### src/rtl/ram_arb_pkg.sv
// ram_arb_pkg: arbiter state encoding and default starvation limit shared by ram_arbiter and ram_arb_starve.
package ram_arb_pkg;
  typedef enum logic {ARB_NORM, ARB_FORCE} arb_state_e;
  localparam int STARVE_MAX_DEF = 15;
endpackage

### src/rtl/ram_arb_starve.sv
// ram_arb_starve: aux wait counter and one-cycle FORCE state; only instantiated when RAM_ARB_STARVE_EN is defined.
module ram_arb_starve
  import ram_arb_pkg::*;
#(
  parameter int STARVE_MAX = STARVE_MAX_DEF
) (
  input  logic clk,
  input  logic rst_n,
  input  logic aux_req,
  input  logic aux_gnt,
  output logic force_on
);
  localparam int CNT_W = $clog2(STARVE_MAX + 1);
  localparam logic [CNT_W-1:0] CNT_MAX = CNT_W'(STARVE_MAX);
  arb_state_e state_d, state_q;
  logic [CNT_W-1:0] wait_cnt_d, wait_cnt_q;
  logic waiting;
  assign force_on = state_q == ARB_FORCE;
  assign waiting = aux_req & ~aux_gnt;
  always_comb begin
    state_d = (!force_on && waiting && wait_cnt_q == CNT_MAX) ? ARB_FORCE : ARB_NORM;
    wait_cnt_d = (force_on || aux_gnt) ? '0 :
                 (waiting && wait_cnt_q != CNT_MAX) ? wait_cnt_q + 1'b1 : wait_cnt_q;
  end
  always_ff @(posedge clk or negedge rst_n) begin
    if (!rst_n) begin
      state_q <= ARB_NORM;
      wait_cnt_q <= '0;
    end else begin
      state_q <= state_d;
      wait_cnt_q <= wait_cnt_d;
    end
  end
endmodule

### src/rtl/ram_arbiter.sv
// ram_arbiter: CPU-priority mux of CPU and aux masters onto one synchronous RAM port.
// Define RAM_ARB_STARVE_EN to add the starvation guard that forces a one-cycle aux grant.
module ram_arbiter
  import ram_arb_pkg::*;
#(
  parameter int ADDR_W = 32,
  parameter int DATA_W = 32,
  parameter int STARVE_MAX = STARVE_MAX_DEF
) (
  input  logic              clk,
  input  logic              rst_n,
  input  logic              cpu_en,
  input  logic              cpu_we,
  input  logic [ADDR_W-1:0] cpu_addr,
  input  logic [DATA_W-1:0] cpu_wdata,
  output logic [DATA_W-1:0] cpu_rdata,
  output logic              cpu_stall,
  input  logic              aux_req,
  input  logic              aux_we,
  input  logic [ADDR_W-1:0] aux_addr,
  input  logic [DATA_W-1:0] aux_wdata,
  output logic              aux_gnt,
  output logic              aux_rvalid,
  output logic [DATA_W-1:0] aux_rdata,
  output logic              ram_en,
  output logic              ram_we,
  output logic [ADDR_W-1:0] ram_addr,
  output logic [DATA_W-1:0] ram_wdata,
  input  logic [DATA_W-1:0] ram_rdata
);
  logic force_on, aux_sel, aux_rvalid_d, aux_rvalid_q;
`ifdef RAM_ARB_STARVE_EN
  ram_arb_starve #(.STARVE_MAX(STARVE_MAX)) u_starve (
    .clk      (clk),
    .rst_n    (rst_n),
    .aux_req  (aux_req),
    .aux_gnt  (aux_gnt),
    .force_on (force_on)
  );
`else
  assign force_on = 1'b0 & (STARVE_MAX > 0);
`endif
  // FORCE takes the port even if the aux request vanished, leaving the RAM idle that cycle
  always_comb begin
    aux_sel = force_on | ~cpu_en;
    aux_gnt = aux_sel & aux_req;
    cpu_stall = force_on;
    ram_en = aux_sel ? aux_req : 1'b1;
    ram_we = aux_sel ? aux_we : cpu_we;
    ram_addr = aux_sel ? aux_addr : cpu_addr;
    ram_wdata = aux_sel ? aux_wdata : cpu_wdata;
    aux_rvalid_d = aux_gnt & ~aux_we;
  end
  always_ff @(posedge clk or negedge rst_n) begin
    if (!rst_n) aux_rvalid_q <= 1'b0;
    else aux_rvalid_q <= aux_rvalid_d;
  end
  assign aux_rvalid = aux_rvalid_q;
  assign cpu_rdata = ram_rdata;
  assign aux_rdata = ram_rdata;
endmodule

### config.mk
export PLATFORM = sky130hd
export DESIGN_NAME = ram_arbiter
export DESIGN_NICKNAME = d
export VERILOG_FILES = /design/src/rtl/ram_arb_pkg.sv /design/src/rtl/ram_arb_starve.sv /design/src/rtl/ram_arbiter.sv
export SDC_FILE = /design/constraint.sdc
export NUM_CORES = 1
export LEC_CHECK = 0
export ABC_AREA = 1
export ABC_CLOCK_PERIOD_IN_PS = 2400
export BUFFER_PORTS_ARGS = -buffer_cell sky130_fd_sc_hd__clkbuf_2
export CORE_AREA = 2 2 116 118
export DETAILED_ROUTE_END_ITERATION = 8
export DIE_AREA = 0 0 118 120
export PLACE_DENSITY = 0.41
export SLEW_MARGIN = 20
export SYNTH_ARGS = -nofsm -noshare
export SYNTH_HDL_FRONTEND = slang
export SYNTH_SLANG_ARGS = --single-unit
### constraint.sdc
create_clock -name clk -period 2.4 [get_ports clk]
set_input_delay 0.48 -clock clk [delete_from_list [all_inputs] [get_ports clk]]
set_output_delay 0.48 -clock clk [all_outputs]
set_load 0.01 [all_outputs]
After elaboration in Yosys (flattened, before gate mapping)
Index checks and enable logic that the tools add are counted.
{ "totals": {"regBits": 1, "out_inout_bits": 133, "inputBits": 166, "elab_cells": 9} }
{ "classes": {"mux": 4, "n_bitwise": 4} }
{ "op_table": {"columns": ["cell", "n"], "rows": [
  ["32-bit two-way mux", 2],
  ["1-bit AND", 2],
  ["1-bit two-way mux", 2],
  ["1-bit inverter", 2]
]} }

Depth between registers and ports, before layout
Gate-level depths: netlist (run 1).
{ "depth": {"ltp_word": 3, "mapped_depth": 5, "ltp_nobuf": 3} }

Least setup slack after synthesis (run 1)
No wires, ideal clock.
{ "synth_timing": {"path_kind": "in2out", "start": "input cpu_en", "end": "output ram_addr[20]", "arrival_time_ns": 1.012, "cell_stages": 5, "t_required_ns": 1.920, "path_slack_ns": 0.908, "n_path_buf": 2, "cell_sequence": "inv_2 -> buf_2 -> buf_2 -> nand2_1 -> nand2_1"} }
{ "synth_via": {"elab_chain_cells": 1} }
{ "synth_rtl": {"columns": ["element", "line_no", "rtl"], "rows": [
  ["from (decl)", "ram_arbiter.sv:12", "input logic cpu_en,"],
  ["32-bit two-way mux", "ram_arbiter.sv:50", "ram_addr = aux_sel ? aux_addr : cpu_addr;"],
  ["to (decl)", "ram_arbiter.sv:27", "output logic [ADDR_W-1:0] ram_addr,"]
]} }
Every way passes these cells.

Final worst setup path (run 1)
{ "layout_timing": {"start": "input cpu_en", "end": "output ram_addr[31]"} }
Same word-level chain as after synthesis.

==> impl_results.md, run 1 <==
- Setup Crit Path Kind: input port to output pin
- Largest register FFs: 1
- Area Overhead vs Synth: 52.0%
- Synth top area share: between 50% and 60%
- Initial antenna violation count: 0
- Achievable frequency: about 560 MHz
- Via density: about 3.4
- Sequential area share after synthesis: approximately 1.9%
- WP buf/inv: 4
- Post-Layout Cell Count: between 500 and 600
- Diodes inserted: 0
- Synthesized flop and latch total: 1
- Avg Cell Area, Syn: 4.81 µm²
- Die ar.: approximately 0.014 mm²
- Top FF cell, synth: dfrtp_1
- Die width: 118 µm
- Maximum vdd ir drop: 0.0000452 V
- Routed vias: 1972
- Core Box Area: 0.0130 mm²
- Critical Path Fanout Max: 66
- Synth cell types: 9
- Critical path's top delay family: buffers and inverters
- Final setup viols: 0
- Vias in the first global route: 1869
- Buffers added on ports: 201
- I/O pin count: 299
- Row count: 42
- Critical Path Max Stage Delay: 0.26 ns
- Hold slack final: 0.258 ns
- Max Slew Vio Count: 0
- Setup Buffers After CTS: 0
- Top cells by count, synth: nand2_1, buf_4, buf_2
- CTS Hold Buffers Added: 0
- # Max-Cap Violations: 0
- Synth area leaders: nand2_1, buf_4, buf_2
- Part of the cycle the worst path needs: 74.1%
- Final hold vios: 0
- Dpl cells: approximately 580
- Setup TNS: 0 ns
- CP endpoint kind: output pin
- Placer Congestion: 0.733
- Worst Path Arrival: 1.30 ns
- GRT Total Usage: under 10%
- Fraction of layout cells with a size suffix above 1: 50.7%
- Initial drt markers: 26
- Syn_nets: 447
- Final #Nets: around 570
- Status: completed
- Cell Chain, Critical Path: clkbuf_2, inv_2, buf_12, nand2_1, nand2_1, clkbuf_2
- Worst-path clk slew: 0 ns
- Wire per inst: slightly above 9 µm
- Largest net degree at the start of global routing: 67
- Fin util: 15.8%
- Starting Density: between 10% and 20%
- Critical Path Source Type: input port
- LEAKAGE: 1.47 nW
- CTS resizes: 0
- RSZ-0062 raised after global routing: false
- Final ANT Viol Nets: 0
- Most common cell in the netlist: nand2_1
- Pwr dens: 189 mW/mm²
- Cell Area, Synth: roughly 0.0014 mm²
- Req. time, crit path: 1.92 ns
- Dominant cell type by area after synthesis: nand2_1
- Final WL: 5.27 mm
- Remaining global-route overflow: 0
- Residual DRC count: 0
- Min cycle time layout: 1.78 ns
- Synth warn: 0
- Ys async rst share: 100%
- Detailed placement HPWL: 4.47 mm
- Number of synthesized flops with an enable pin: 0
- Global-route wire length before repair: ~8.2 mm
- Hold Crit Class: input port to async pin
- DRT Pass-1 Iters: 4
- CP max-delay cell: buf_12
- Die H: 120 µm
- Mapped Cells: 281
## final cells by class
cell class	instances	area, µm²
fillers	1557	10900
repair buffers	204	1050
multi-input cells	199	749
well taps	176	220
flip-flops and latches	1	25.0
inverters	2	7.51
## per-stage QoR
step / instance area, µm² / setup slack [ns] / power, mW
floorplan: 1350 / 0.908 / 0.293
global placement: 2060 / 0.621 / 0.390
detailed placement: 2060 / 0.586 / 0.393
CTS: 2060 / 0.584 / 0.394
global route: 2060 / 0.536 / 0.433
finish: 2060 / 0.622 / 0.388
## logic make-up after synthesis
logic type / after synthesis / synth area share (%)
DFF: 1 / 1.85
other: 1 / 0.277
and+or+nand+nor: 198 / 55.1
buffers and inverters: 81 / 42.7
## layer usage
metal	track usage, %	up-vias	part of all wire, %
met3	1.33	22	10
met4	1.88	0	2.4
met5	0	-	0
li1	-	1010	-
met2	13.6	122	53
met1	6.60	818	34
## path summary, 6_finish.rpt
check | slack, ns | start | to | depth (start not counted)
min in group clk | 0.67 | aux_we | aux_rvalid | 2
max in group asynchronous | 2.05 | rst_n | aux_rvalid | 1
setup / recovery | 0.62 | cpu_en | ram_addr[31] | 6
hold / removal | 0.26 | rst_n | aux_rvalid | 1
## power breakdown
part / switching (mW) / internal, mW
clock: 0 / 0
combinational: 0.191 / 0.179
sequential: 0.000171 / 0.0178
total: 0.191 / 0.196
## cells in the final DEF (no fill, tap or decap), drive strengths merged
cell / count
buf: 3
conb: 1
dfrtp: 1
or2: 1
clkbuf: 201
nor2: 1
inv: 2
nand2: 196
No activity file was read; power rests on OpenSTA's default activity.
==> run 2, diff against run 1 <==
ABC_AREA = 0   (was 1)
ABC_CLOCK_PERIOD_IN_PS = 1600   (was 2400)
CORE_AREA = 2 2 117 119   (was 2 2 116 118)
DIE_AREA = 0 0 119 121   (was 0 0 118 120)
PLACE_DENSITY = 0.42   (was 0.41)
clock period = 1.6 ns   (was 2.4 ns; I/O delays follow)
==> impl_results.md, run 2 <==
- Area Overhead vs Synth: 51.2%
- Max Slew Vio Count: 0 (unchanged)
- Die ar.: 0.0144 mm² (+1.7%)
- Synthesized flop and latch total: 1 (unchanged)
- Status: completed
- Most common cell in the netlist: buf_4
- Critical path's top delay family: buffers and inverters
- Vias in the first global route: 1338 (-28%)
- Via density: 3.29 (-2.8%)
- Core Box Area: 0.0131 mm² (+0.81%)
- Final ANT Viol Nets: 0 (unchanged)
- Part of the cycle the worst path needs: 94.2%
- Most common cell after layout, fill and taps aside: clkbuf_2
- Global-route wire length before repair: 6.17 mm (-25%)
- Placer Congestion: 0.741 (+1.0%)
- Final #Nets: 441 (-23%)
- Setup Crit Path Kind: input port to output pin
- WP buf/inv: 3 (-1)
- Synth warn: 0 (unchanged)
- Worst-path clk slew: 0 ns (unchanged)
- Die H: 121 µm (+0.83%)
- Hold Crit Class: input port to async pin
- Ys async rst share: 100% (unchanged)
- Wire per inst: 9.52 µm (+5.2%)
- Sequential area share after synthesis: 1.79% (-0.060 points)
- CTS Hold Buffers Added: 0 (unchanged)
- Initial drt markers: 12 (-54%)
- Most frequent cells in the layout: clkbuf_2, mux2_2, mux2_4
- Pwr dens: 284 mW/mm² (+51%)
- CP endpoint kind: output pin
- Final WL: 4.27 mm (-19%)
- Critical Path Source Type: input port
- Synth area leaders: mux2_2, buf_4, mux2_4
- Dominant cell type by area after synthesis: mux2_2
- Starting Density: 10.7% (+0.26 points)
- Setup TNS: 0 ns (unchanged)
- Mapped Cells: 143 (-49%)
- Synth top area share: 38.7% (-16 points)
- Fin util: 16.2% (+0.31 points)
- Dpl cells: 449 (-23%)
- LEAKAGE: 1.21 nW (-18%)
- Critical Path Max Stage Delay: 0.37 ns (+0.11 ns)
- Syn_nets: 309 (-31%)
- # Max-Cap Violations: 0 (unchanged)
- Die width: 119 µm (+0.85%)
- Final setup viols: 0 (unchanged)
- Cell Area, Synth: 0.00140 mm² (+3.3%)
- Residual DRC count: 0 (unchanged)
- Maximum vdd ir drop: 0.000123 V (+170%)
- Post-DP Area: 0.00211 mm² (+2.8%)
- Number of synthesized flops with an enable pin: 0 (unchanged)
- Largest register FFs: 1 (unchanged)
- Cell Chain, Critical Path: buf_4, buf_12, mux2_2, clkbuf_2
- Req. time, crit path: 1.28 ns (-0.64 ns)
- Largest net degree at the start of global routing: 40 (-40%)
- CTS resizes: 0 (unchanged)
- Min cycle time layout: about 1.5 ns
- Avg Cell Area, Syn: 9.77 µm² (+100%)
- Final hold vios: 0 (unchanged)
- Finished Cell Area: 0.00211 mm² (+2.8%)
- Routed vias: 1479 (-25%)
- Diodes inserted: 0 (unchanged)
- RSZ-0062 raised after global routing: false
- GRT Total Usage: 5.02% (-1.6 points)
- Detailed placement HPWL: 3.99 mm (-11%)
- Worst Path Arrival: 1.19 ns (-0.11 ns)
- DRT Pass-1 Iters: 3 (-1)
- Row count: 42 (unchanged)
- Top cells by count, synth: buf_4, mux2_2, mux2_4
- CP max-delay cell: mux2_2
- I/O pin count: 299 (unchanged)
- Path length in cells of the critical path: 4 (-2)
- Remaining global-route overflow: 0 (unchanged)
- Initial antenna violation count: 0 (unchanged)
- Overall Power: 600 µW (+55%)
- Achievable frequency: 663 MHz
- Post-Layout Cell Count: 449 (-23%)
- Synth cell types: 10 (+1)
- Setup Buffers After CTS: 0 (unchanged)
- Fraction of layout cells with a size suffix above 1: 98.5% (+48 points)
- Critical Path Fanout Max: 39 (-41%)
- Top FF cell, synth: dfrtp_1
- Buffers added on ports: 201 (unchanged)
[run 2: per-layer routing]
metal  global-route usage (%)  routed length [µm]
met1                     5.97                1550
met2                     8.98                2090
met3                     1.79                 608
met4                    0.446                  24
met5                        0                   0
[run 2: kinds of logic after synthesis]
family	share of synthesized area, %
buffers and inverters	39.6
flip-flops	1.79
multiplexers	56.9
other	0.268
AND/OR/NAND/NOR	1.43
[run 2: where the power goes]
group          total [mW]  internal [mW]  switching (mW)
registers          0.0269         0.0267        0.000219
logic               0.573          0.345           0.228
clock network           0              0               0
total               0.600          0.372           0.228
[run 2: final timing paths]
kind                               to   start  slack, ns
min in group clk           aux_rvalid  aux_we       0.53
hold / removal             aux_rvalid   rst_n        0.1
setup / recovery               ram_we  cpu_en       0.09
max in group asynchronous  aux_rvalid   rst_n       1.42
[run 2: cell type report]
| type | instances | area (µm²) |
|---|---|---|
| timing repair buffer | 203 | 1050 |
| sequential | 1 | 25.0 |
| multi-input combinational | 69 | 820 |
| tap | 176 | 220 |
| fill | 1475 | 11000 |
[run 2: per-stage QoR]
step | hold WS (ns) | setup slack (ns)
CTS | 0.0969 | 0.0815
global route | 0.0985 | 0.0523
detailed placement | 0.0969 | 0.0821
floorplan | 0.0244 | 0.266
finish | 0.0955 | 0.0923
global placement | 0.0966 | 0.101
==> run 3, diff against run 2 <==
ABC_AREA = 1   (was 0)
ABC_CLOCK_PERIOD_IN_PS = 1500   (was 1600)
CAP_MARGIN = 25   (was not set)
PLACE_DENSITY = 0.4   (was 0.42)
clock period = 1.5 ns   (was 1.6 ns; I/O delays follow)
==> impl_results.md, run 3 (same netlist as run 1, synthesis figures left out) <==
- Status: completed
- Critical Path Max Stage Delay: 0.19 ns (-0.18 ns)
- Initial antenna violation count: 0 (unchanged)
- Min cycle time layout: ~1.4 ns
- Final #Nets: 576 (+31%)
- Residual DRC count: 0 (unchanged)
- Hold Crit Class: input port to async pin
- Gr busiest metal: met2
- Final ANT Viol Nets: 0 (unchanged)
- Row count: 42 (unchanged)
- CP endpoint kind: output pin
- Cell Chain, Critical Path: clkbuf_2, buf_12, buf_4, nand2_1, nand2_1, clkbuf_2
- Global-route wire length before repair: 7.75 mm (+26%)
- Setup TNS: 0 ns (unchanged)
- Worst Path Arrival: 1.06 ns (-0.13 ns)
- Diodes inserted: 0 (unchanged)
- Initial drt markers: 43 (+31)
- Max Slew Vio Count: 0 (unchanged)
- Vias in the first global route: 1766 (+32%)
- Setup Crit Path Kind: input port to output pin
- # Max-Cap Violations: 0 (unchanged)
- Wire per inst: 9.01 µm (-5.4%)
- Final setup viols: 0 (unchanged)
- Setup Buffers After CTS: 0 (unchanged)
- CTS Hold Buffers Added: 0 (unchanged)
- Largest register FFs: 1 (unchanged)
- Remaining global-route overflow: 0 (unchanged)
- CTS resizes: 0 (unchanged)
- Final WL: 5.26 mm (+23%)
- Buffers added on ports: 201 (unchanged)
- Finished Cell Area: 0.00208 mm² (-1.4%)
- Detailed placement HPWL: 4.71 mm (+18%)
- DRT Pass-1 Iters: 5 (+2)
- I/O pin count: 299 (unchanged)
- Core Box Area: 0.0131 mm² (unchanged)
- Placer Congestion: 0.770 (+3.9%)
- Post-DP Area: 0.00208 mm² (-1.4%)
- Hold slack final: 0.0760 ns (-0.0195 ns)
- Via density: 3.34 (+1.4%)
- Starting Density: 10.3% (-0.34 points)
- Part of the cycle the worst path needs: about nine tenths
- CP max-delay cell: buf_4
- Pwr dens: 302 mW/mm² (+6.3%)
- Most frequent cells in the layout: clkbuf_2, nand2_1, buf_12
- Maximum vdd ir drop: 0.000154 V (+25%)
- Die ar.: 0.0144 mm² (unchanged)
- Most common cell after layout, fill and taps aside: clkbuf_2
- Largest net degree at the start of global routing: 37 (-7.5%)
- GRT Total Usage: 6.24% (+1.2 points)
- GR Util met3: 0.987% (-0.80 points)
- Fraction of layout cells with a size suffix above 1: 51.0% (-48 points)
- Final hold vios: 0 (unchanged)
- Req. time, crit path: 1.20 ns (-0.08 ns)
- Critical Path Source Type: input port
- Routed vias: 1950 (+32%)
- Critical Path Fanout Max: 27 (-31%)
- Achievable frequency: 734 MHz
- GR Util met2: 12.7% (+3.7 points)
- Die H: 121 µm (unchanged)
- RSZ-0062 raised after global routing: false
- Worst-path clk slew: 0 ns (unchanged)
- LEAKAGE: 1.48 nW (+23%)
- Die width: 119 µm (unchanged)
- Met1 usage in global routing: 6.11% (+0.15 points)
- Area Overhead vs Synth: 54.0%
run 3: power by group:
| group | internal, mW | total, mW | switching [mW] |
|---|---|---|---|
| registers | 0.0285 | 0.0290 | 0.000451 |
| logic | 0.293 | 0.600 | 0.307 |
| clock network | 0 | 0 | 0 |
| total | 0.322 | 0.629 | 0.307 |
run 3: final timing paths:
path / startpoint / slack [ns] / endpoint
setup / recovery: cpu_en / 0.14 / ram_wdata[12]
hold / removal: rst_n / 0.08 / aux_rvalid
min in group clk: aux_we / 0.47 / aux_rvalid
max in group asynchronous: rst_n / 1.34 / aux_rvalid
run 3: metrics by stage:
stage / total power, mW / setup WS [ns] / util (%) / std cells
final: 0.629 / 0.137 / 15.9 / 584
after global routing: 0.701 / 0.0446 / 15.9 / 584
after CTS: 0.639 / 0.132 / 15.9 / 584
after detailed placement: 0.636 / 0.135 / 15.9 / 584
after global placement: 0.633 / 0.138 / 15.9 / 584
after floorplan: 0.469 / 0.368 / - / 281
run 3: worst max-delay path: cells and delay by family:
family / cells / cell delay [ns]
AND/OR/NAND/NOR: 2 / 0.13
buffers and inverters: 4 / 0.61
run 3: cell type report:
type                    count  area [µm²]
fillers                  1552       11000
inverters                   2        7.51
multi-input cells         199         749
flip-flops and latches      1        25.0
well taps                 176         220
repair buffers            206        1080
run 3: routing by layer:
layer  wire length [µm]  part of all wire, %
met1               1690                   32
met2               2850                   54
met3                486                  9.2
met4                227                  4.3
met5                  0                    0
